[config.mk]
export PLATFORM = sky130hd
export DESIGN_NAME = instruction_fetch
export DESIGN_NICKNAME = d
export VERILOG_FILES = /design/src/rtl/jsp_fetch_pkg.sv /design/src/rtl/fetch_fifo.sv /design/src/rtl/instruction_fetch.sv
export SDC_FILE = /design/constraint.sdc
export NUM_CORES = 1
export LEC_CHECK = 0
export ABC_AREA = 1
export CAP_MARGIN = 15
export CORE_UTILIZATION = 40
export CTS_CLUSTER_SIZE = 16
export DETAILED_ROUTE_END_ITERATION = 12
export SYNTH_ARGS = -nofsm -noshare
export SYNTH_HDL_FRONTEND = slang
export SYNTH_SLANG_ARGS = --single-unit
[constraint.sdc]
create_clock -name clk -period 4.5 [get_ports clk]
set_input_delay 0.9 -clock clk [delete_from_list [all_inputs] [get_ports clk]]
set_output_delay 0.9 -clock clk [all_outputs]
set_load 0.05 [all_outputs]
[src/rtl/jsp_fetch_pkg.sv]
// Shared types and constants for the instruction fetch unit and its prefetch buffer.
package jsp_fetch_pkg;

  typedef enum logic [1:0] {
    IDLE    = 2'd0,
    REQ     = 2'd1,
    DISCARD = 2'd2
  } fetch_state_t;

  localparam logic [7:0] NOP_DEFAULT = 8'h00;

  typedef struct packed {
    logic [7:0]  data;
    logic [15:0] pc;
  } fetch_entry_t;

endpackage

[src/rtl/fetch_fifo.sv]
// Small prefetch buffer of fetched bytes with their addresses; flush has priority
// over push and pop so a redirect always leaves it empty.
module fetch_fifo
  import jsp_fetch_pkg::*;
#(
  parameter int DEPTH = 2
) (
  input  logic                   clk,
  input  logic                   reset_n,
  input  logic                   push,
  input  fetch_entry_t           push_entry,
  input  logic                   pop,
  input  logic                   flush,
  output fetch_entry_t           head,
  output logic [$clog2(DEPTH):0] count,
  output logic                   empty,
  output logic                   full
);

  localparam int PTR_W = $clog2(DEPTH);
  localparam int CNT_W = PTR_W + 1;

  fetch_entry_t     mem [DEPTH];
  logic [PTR_W-1:0] rd_ptr;
  logic [PTR_W-1:0] wr_ptr;
  logic             pop_ok;
  logic             push_ok;

  assign empty   = (count == '0);
  assign full    = (count == CNT_W'(DEPTH));
  assign pop_ok  = pop && !empty;
  // A simultaneous pop frees the slot the push needs.
  assign push_ok = push && (!full || pop_ok);
  assign head    = mem[rd_ptr];

  always_ff @(posedge clk or negedge reset_n) begin
    if (!reset_n) begin
      rd_ptr <= '0;
      wr_ptr <= '0;
      count  <= '0;
    end else if (flush) begin
      rd_ptr <= '0;
      wr_ptr <= '0;
      count  <= '0;
    end else begin
      if (push_ok) wr_ptr <= wr_ptr + 1'b1;
      if (pop_ok)  rd_ptr <= rd_ptr + 1'b1;
      if (push_ok && !pop_ok)      count <= count + 1'b1;
      else if (pop_ok && !push_ok) count <= count - 1'b1;
    end
  end

  always_ff @(posedge clk) begin
    if (push_ok && !flush) mem[wr_ptr] <= push_entry;
  end

endmodule

[src/rtl/instruction_fetch.sv]
// Byte-wide instruction prefetcher: one outstanding memory read at a time, results
// buffered in fetch_fifo and presented to pipeline stage 1 from the buffer head.
module instruction_fetch
  import jsp_fetch_pkg::*;
#(
  parameter int         FIFO_DEPTH = 2,
  parameter logic [7:0] NOP_OPCODE = NOP_DEFAULT
) (
  input  logic        clk,
  input  logic        reset_n,
  input  logic        pc_load,
  input  logic [15:0] pc_load_value,
  input  logic        bus_request,
  input  logic        instr_advance,
  output logic        mem_rd_req,
  output logic [15:0] mem_addr,
  input  logic        mem_rd_ack,
  input  logic [7:0]  mem_rd_data,
  output logic [7:0]  instruction,
  output logic        instr_valid,
  output logic        fetch_suppress,
  output logic [15:0] instr_pc
);

  fetch_state_t                state;
  logic [15:0]                 fetch_pc;
  logic                        fifo_push;
  logic                        fifo_pop;
  fetch_entry_t                fifo_in;
  fetch_entry_t                fifo_head;
  logic [$clog2(FIFO_DEPTH):0] fifo_count;
  logic                        fifo_empty;
  logic                        fifo_full;
  logic                        can_issue;

  assign mem_rd_req = (state != IDLE);
  assign fifo_pop   = instr_advance && !fifo_empty;
  assign fifo_push  = (state == REQ) && mem_rd_ack && !pc_load;
  assign fifo_in    = '{data: mem_rd_data, pc: mem_addr};
  // A pop this cycle counts as a free slot, so a full buffer restarts fetching at the pop edge.
  assign can_issue  = !bus_request && !pc_load && (!fifo_full || fifo_pop);

  always_ff @(posedge clk or negedge reset_n) begin
    if (!reset_n) begin
      state    <= IDLE;
      fetch_pc <= 16'h0000;
      mem_addr <= 16'h0000;
    end else begin
      case (state)
        IDLE: begin
          if (pc_load) begin
            fetch_pc <= pc_load_value;
          end else if (can_issue) begin
            state    <= REQ;
            mem_addr <= fetch_pc;
          end
        end
        REQ: begin
          if (pc_load) begin
            fetch_pc <= pc_load_value;
            state    <= mem_rd_ack ? IDLE : DISCARD;
          end else if (mem_rd_ack) begin
            fetch_pc <= fetch_pc + 16'd1;
            state    <= IDLE;
          end
        end
        DISCARD: begin
          // The stale read must still complete on the bus; its data is dropped.
          if (pc_load)    fetch_pc <= pc_load_value;
          if (mem_rd_ack) state    <= IDLE;
        end
        default: state <= IDLE;
      endcase
    end
  end

  fetch_fifo #(
    .DEPTH(FIFO_DEPTH)
  ) u_fetch_fifo (
    .clk       (clk),
    .reset_n   (reset_n),
    .push      (fifo_push),
    .push_entry(fifo_in),
    .pop       (fifo_pop),
    .flush     (pc_load),
    .head      (fifo_head),
    .count     (fifo_count),
    .empty     (fifo_empty),
    .full      (fifo_full)
  );

  assign instr_valid    = !fifo_empty;
  assign fetch_suppress = fifo_empty;
  assign instruction    = fifo_empty ? NOP_OPCODE : fifo_head.data;
  assign instr_pc       = fifo_empty ? 16'h0000 : fifo_head.pc;

endmodule

==> results of run 1 <==
per-stage QoR:
step | setup slack (ns) | utilization | power, mW | cells | hold slack [ns]
after floorplan | 1.576 | - | 2.006 | 401 | 0.4671
after global placement | 1.380 | 0.5042 | 2.438 | 591 | 0.4856
after detailed placement | 1.335 | 0.5042 | 2.457 | 591 | 0.5023
after CTS | 0.9199 | 0.5236 | 2.956 | 607 | 0.5240
after global routing | 0.7467 | 0.5236 | 3.096 | 607 | 0.5382
final | 0.9880 | 0.5236 | 2.932 | 607 | 0.5221
flip-flops by register name, summed over array words and instances, names as in the netlist:
register	count
u_fetch_fifo.wr_ptr	1
u_fetch_fifo.rd_ptr	1
fetch_pc	16
state	2
mem_addr	16
u_fetch_fifo.mem	48
u_fetch_fifo.count	2
critical path: stages (launching register included):
cell	delay, ns
dfrtp_1	0.33
buf_4	0.26
clkinv_1	0.61
nand2_1	0.22
a21oi_1	0.09
clkdlybuf4s50_1	0.74
area by class of cell:
| cell class | count | area (sq um) | area share |
|---|---|---|---|
| inverter | 31 | 116.4 | 0.02394 |
| clock inverter | 6 | 52.55 | 0.01081 |
| clock buffer | 10 | 127.6 | 0.02625 |
| timing repair buffer | 76 | 745.7 | 0.1534 |
| sequential | 86 | 2392 | 0.4921 |
| tap | 129 | 161.4 | 0.03320 |
| multi-input combinational | 269 | 1265 | 0.2602 |
power groups by stage:
stage	clock, mW	sequential [mW]	combinational (mW)
2_1_floorplan	0	1.33	0.674
3_3_place_gp	0	1.14	1.30
3_5_place_dp	0	1.15	1.31
4_1_cts	0.512	1.13	1.31
5_1_grt	0.553	1.15	1.40
6_report	0.499	1.13	1.30
cell families after synthesis:
logic type	after synthesis	share of synthesized area
adder cells (fa/ha/maj)	1	0.003244
AO/OA/AOI/OAI	69	0.09410
buffers and inverters	46	0.05288
multiplexers	3	0.01168
XOR/XNOR	1	0.002272
flip-flops	86	0.6204
AND/OR/NAND/NOR	195	0.2154
layout by cell type, fill, tap and decap left out, types with 4 or more instances in the layout:
master / synthesis / final
nor2_2: 4 / 6
nand3_1: 23 / 23
nand4_1: 10 / 10
nor2_1: 26 / 24
o21ai_0: 29 / 29
nand2_1: 126 / 126
buf_4: 2 / 4
inv_1: 27 / 27
clkdlybuf4s50_1: 0 / 71
edfxtp_1: 48 / 48
a21oi_1: 34 / 34
clkbuf_8: 0 / 9
dfrtp_1: 38 / 38
worst min-delay path by stage:
stage | endpoint | from
finish | u_fetch_fifo.mem[1][3] | mem_addr[3]
global route | u_fetch_fifo.mem[1][12] | mem_addr[12]
CTS | u_fetch_fifo.mem[1][3] | mem_addr[3]
detailed placement | u_fetch_fifo.mem[1][3] | mem_addr[3]
global placement | u_fetch_fifo.mem[0][3] | mem_addr[3]
floorplan | fetch_pc[15] | fetch_pc[15]
layer usage:
layer / up-vias / track usage
met4: 0 / 0.05351
met5: - / 0
met1: 1365 / 0.2435
met2: 86 / 0.2534
li1: 1491 / -
met3: 13 / 0.05292
==> results.tsv, run 1 <==
stage	metric	value	unit
run_status	status	completed	
route	wire_per_inst	13.28	um
final_layout	fillCellCount	896	
power_and_ir_drop	swShare	0.4517	
setup_path	rr_endpoint	u_fetch_fifo.rd_ptr	
sta	finalCritPeriodShare	0.7804	
yosys	synth_ff_type	edfxtp_1	
yosys	syn_inst	401	
route	vias	2955	
sta	setup_viol	0	
sta	fmax	0.2847	GHz
yosys	yosysMostFrequentCell	nand2_1	
setup_path	end_kind	output port	
power_and_ir_drop	pwr-share-comb	0.445	
route	dr.max_layer_used	met4	
yosys	synth_top_area_share	0.3738	
route	routed_wl	8060	um
yosys	mappedNetlistArea	3856	sq um
setup_path	crit_path_start	u_fetch_fifo.rd_ptr	
final_layout	syn2layout_area_growth	26.05	%
route	dr_wl_met2	3520	um
yosys	mappedNetlistNets	432	
power_and_ir_drop	p_sw	1.324	mW
setup_path	r2r-start	u_fetch_fifo.rd_ptr	
sta	worstMarginPinSlew	0.8680	ns
sta	rsz0062_at_grt	false	
yosys	synthArstFlopShare	0.4419	
die	die_w	100.2	um
global_routing	grt_pass1_wl	13170	um
final_layout	stdcell_area	4861	sq um
yosys	yosysSeqAreaShare	0.6204	
setup_path	endpoint	instruction[3]	
yosys	synth_edf_count	48	
die	dieHeight	100.2	um
yosys	ys.warnings.count	0	
yosys	syn_area_per_cell	9.616	sq um
place	gp_congestion	0.8428	
yosys	yosysTopAreaCell	edfxtp_1	
die	start_util	0.4154	
clock_tree	clkSinkCount	86	
global_routing	grt_pass1_vias	2656	
power_and_ir_drop	p_clk_frac	0.170	
route	routed_via_density	4.868	
sta	slew_headroom	0.4213	
route	drt-initial-drc-count	133	
power_and_ir_drop	p_leak	1.964	nW
setup_path	start_kind	flip-flop	
hold_path	hold_depth	0	
yosys	ys_top_cells_by_area	edfxtp_1 (37%), dfrtp_1 (25%), nand2_1 (12%), a21oi_1 (4.4%), o21ai_0 (3.8%)	
clock_tree	hold_buffers	0	
sta	finalHoldViolCount	0	
sta	finalMaxSlewViolations	0	
setup_path	crit_arrival	2.61	ns
clock_tree	clkTransAtPathRegs	0.09	ns
clock_tree	insertion_delay	0.36	ns
power_and_ir_drop	vdd_drop_max	218.3	uV
route	wl_met1	4051	um
job	maxCapViolCount	0	
yosys	synth.distinct_cells	30	
clock_tree	numCtsBuffers	9	
clock_tree	cts_max_path_buffers	2	
global_routing	grt_max_degree	39	
setup_path	critPathRequiredTime	3.60	ns
die	io_pins	73	
die	coreArea	9284	sq um
clock_tree	ctsResizeCount	0	
place	io_buffers	72	
clock_tree	htreeDepth	3	
clock_tree	root_buffer	clkbuf_8	
place	hpwl	5626	um
final_layout	antenna_cells	0	
setup_path	critPathKind	reg -> out	
clock_tree	cts_tree	built	
clock_tree	post-cts-setup-buffers	0	
setup_path	crit_fanout	26	
place	postPlaceCellArea	4681	sq um
route	drc_errors	0	
power_and_ir_drop	power.density	603.1	nW/um^2
hold_path	hp-class	reg -> reg	
route	ant_nets	0	
die	dieArea	10040	sq um
yosys	yosys_register_bits	86	
power_and_ir_drop	power.internal	1.607	mW
global_routing	grt.total_usage	0.1717	
sta	finalClockSkew	0.01030	ns
global_routing	grt_antenna_before_repair	0	
route	routed-wl-met3	371	um
sta	tns	0	ns
setup_path	reg2reg_depth	4	
final_layout	nNetsFinal	504	
sta	period_needed	3.512	ns
route	dr.pass1.iters	4	
power_and_ir_drop	seqPwrFrac	0.385	
global_routing	grt.overflow.total	0	
setup_path	rrSetupSlack	2.78	ns
die	rows	35	
final_layout	final_layout_size_suffix_gt1_frac	0.07741	
yosys	yosys-top-cells-count	nand2_1 (126), edfxtp_1 (48), dfrtp_1 (38), a21oi_1 (34), o21ai_0 (29)	
Note: power is estimated with default switching activity, not from simulation.
==> inputs of run 2 (changes only) <==
==> constraint.sdc (replaced) <==
create_clock -name clk -period 3.3 [get_ports clk]
set_input_delay 0.66 -clock clk [delete_from_list [all_inputs] [get_ports clk]]
set_output_delay 0.66 -clock clk [all_outputs]
set_load 0.05 [all_outputs]
==> run 2 against run 1 <==
  * Register-to-register slack worse by 1.1 ns
  * Setup slack worse by 0.27 ns
  * Non-clock buffer count is 1 higher
  * Sequential power is 36% higher
  * Wire length is 0.12% lower
  * Die area stayed put
==> results.tsv, run 2 (synthesis gave the netlist of run 1 again) <==
stage	metric	value	unit	change
sta	slew_headroom	0.4280		+0.006654
clock_tree	cts_tree	built		
power_and_ir_drop	p_clk_frac	0.170		about the same
clock_tree	htreeDepth	3		unchanged
sta	fmax	0.3878	GHz	
global_routing	grt_pass1_vias	2670		+0.53%
die	die_w	100.2	um	unchanged
sta	worst_hold_slack	0.4085	ns	-0.1136 ns
route	drt-initial-drc-count	198		+49%
route	routed_wl	8050	um	-0.12%
final_layout	fillCellCount	893		-0.33%
hold_path	hp-class	in -> async		
setup_path	crit_fanout	4		-85%
run_status	status	completed		
clock_tree	insertion_delay	0.35	ns	about the same
route	dr.pass1.iters	4		unchanged
route	ant_nets	0		unchanged
die	coreArea	9284	sq um	unchanged
power_and_ir_drop	swShare	0.4562		+0.004491
sta	rsz0062_at_grt	false		
power_and_ir_drop	pwr-share-comb	0.443		-0.002
clock_tree	hold_buffers	0		unchanged
sta	finalClockSkew	0.01302	ns	+0.002725 ns
final_layout	syn2layout_area_growth	24.69	%	
sta	period_needed	2.578	ns	
setup_path	end_kind	output port		
place	gp_congestion	0.8197		-2.7%
power_and_ir_drop	seqPwrFrac	0.387		+0.002
die	dieArea	10040	sq um	unchanged
sta	finalMaxSlewViolations	0		unchanged
die	io_pins	73		unchanged
final_layout	largest_register_ff_count	48		unchanged
die	rows	35		unchanged
final_layout	nNetsFinal	505		+0.20%
global_routing	grt_pass1_wl	13250	um	+0.68%
setup_path	crit_arrival	1.92	ns	-0.69 ns
setup_path	critPathKind	reg -> out		
place	io_buffers	72		unchanged
route	routed_via_density	4.753		-2.4%
route	drc_errors	0		unchanged
setup_path	critPathRequiredTime	2.64	ns	-0.96 ns
final_layout	reg_top3	u_fetch_fifo.mem (48), fetch_pc (16), mem_addr (16)		
clock_tree	clkTransAtPathRegs	0.09	ns	about the same
power_and_ir_drop	vdd_drop_max	274.3	uV	+26%
final_layout	final_common_cell	nand2_1		
sta	finalHoldViolCount	0		unchanged
sta	worstMarginPinSlew	0.8581	ns	-0.009980 ns
global_routing	grt.overflow.total	0		unchanged
final_layout	final_layout_size_suffix_gt1_frac	0.1294		+0.05203
sta	worst_slack	0.7216	ns	-0.2664 ns
final_layout	final_cell_mix	nand2_1 (126), edfxtp_1 (48), clkdlybuf4s50_1 (47)		
clock_tree	clkSinkCount	86		unchanged
sta	finalCritPeriodShare	0.7813		
clock_tree	post-cts-setup-buffers	0		unchanged
sta	tns	0	ns	unchanged
clock_tree	numCtsBuffers	9		unchanged
job	maxCapViolCount	0		unchanged
route	vias	2890		-2.2%
die	start_util	0.4154		unchanged
global_routing	grt.total_usage	0.1702		-0.001496
power_and_ir_drop	p_sw	1.815	mW	+37%
clock_tree	ctsResizeCount	0		unchanged
clock_tree	cts_max_path_buffers	2		unchanged
place	dp_slack	0.8161	ns	-0.5192 ns
final_layout	antenna_cells	0		unchanged
route	wire_per_inst	13.24	um	-0.29%
setup_path	start_kind	flip-flop		
final_layout	regMostFlops	u_fetch_fifo.mem		
power_and_ir_drop	p_leak	2.006	nW	+2.2%
sta	setup_viol	0		unchanged
clock_tree	root_buffer	clkbuf_8		
power_and_ir_drop	power.internal	2.163	mW	+35%
power_and_ir_drop	power.density	827.4	nW/um^2	+37%
global_routing	grt_max_degree	39		unchanged
global_routing	grt_antenna_before_repair	0		unchanged
place	hpwl	5538	um	-1.6%
die	dieHeight	100.2	um	unchanged
run 2: final timing paths:
kind	startpoint	to	slack [ns]	cells after the start
min reg2reg	mem_addr[12]	u_fetch_fifo.mem[0][12]	0.52	0
max in group asynchronous	reset_n	fetch_pc[4]	2.33	1
max	u_fetch_fifo.count[0]	fetch_suppress	0.72	4
max reg2reg	state[0]	fetch_pc[9]	1.70	6
min	reset_n	fetch_pc[12]	0.41	1
min in group clk	mem_addr[12]	u_fetch_fifo.mem[0][12]	0.52	0
run 2: through the flow:
step	instances	power, mW	utilization	area (sq um)
4_1_cts	608	4.018	0.5179	4808
6_report	608	3.979	0.5179	4808
2_1_floorplan	401	2.735	-	3856
3_5_place_dp	592	3.339	0.4985	4628
3_3_place_gp	592	3.318	0.4985	4628
5_1_grt	608	4.193	0.5179	4808
run 2: cell type report:
cell class              instances  area, sq um  area share
repair buffers                 77        693.2      0.1442
multi-input cells             269         1265      0.2631
clock buffers                  10        127.6     0.02654
well taps                     129        161.4     0.03357
clock inverters                 6        52.55     0.01093
inverters                      31        116.4     0.02420
flip-flops and latches         86         2392      0.4975
run 2: power groups by stage:
stage          sequential, mW  clock (mW)  combinational (mW)
2_1_floorplan            1.82           0               0.920
3_3_place_gp             1.56           0                1.76
3_5_place_dp             1.56           0                1.77
4_1_cts                  1.54       0.699                1.78
5_1_grt                  1.57       0.736                1.89
6_report                 1.54       0.675                1.76
run 2: worst max-delay path, cell delays in order (launching register included):
cell and delay [ns]:
dfrtp_1 0.40, inv_1 0.11, nand2_1 0.15, inv_2 0.12, clkdlybuf4s50_1 0.80
run 2: routing by layer:
layer	routed length, um	vias to the layer above	global-route usage
li1	-	1492	-
met3	320	12	0.03343
met5	0	-	0
met1	3932	1313	0.2388
met2	3670	73	0.2608
met4	127	0	0.06912
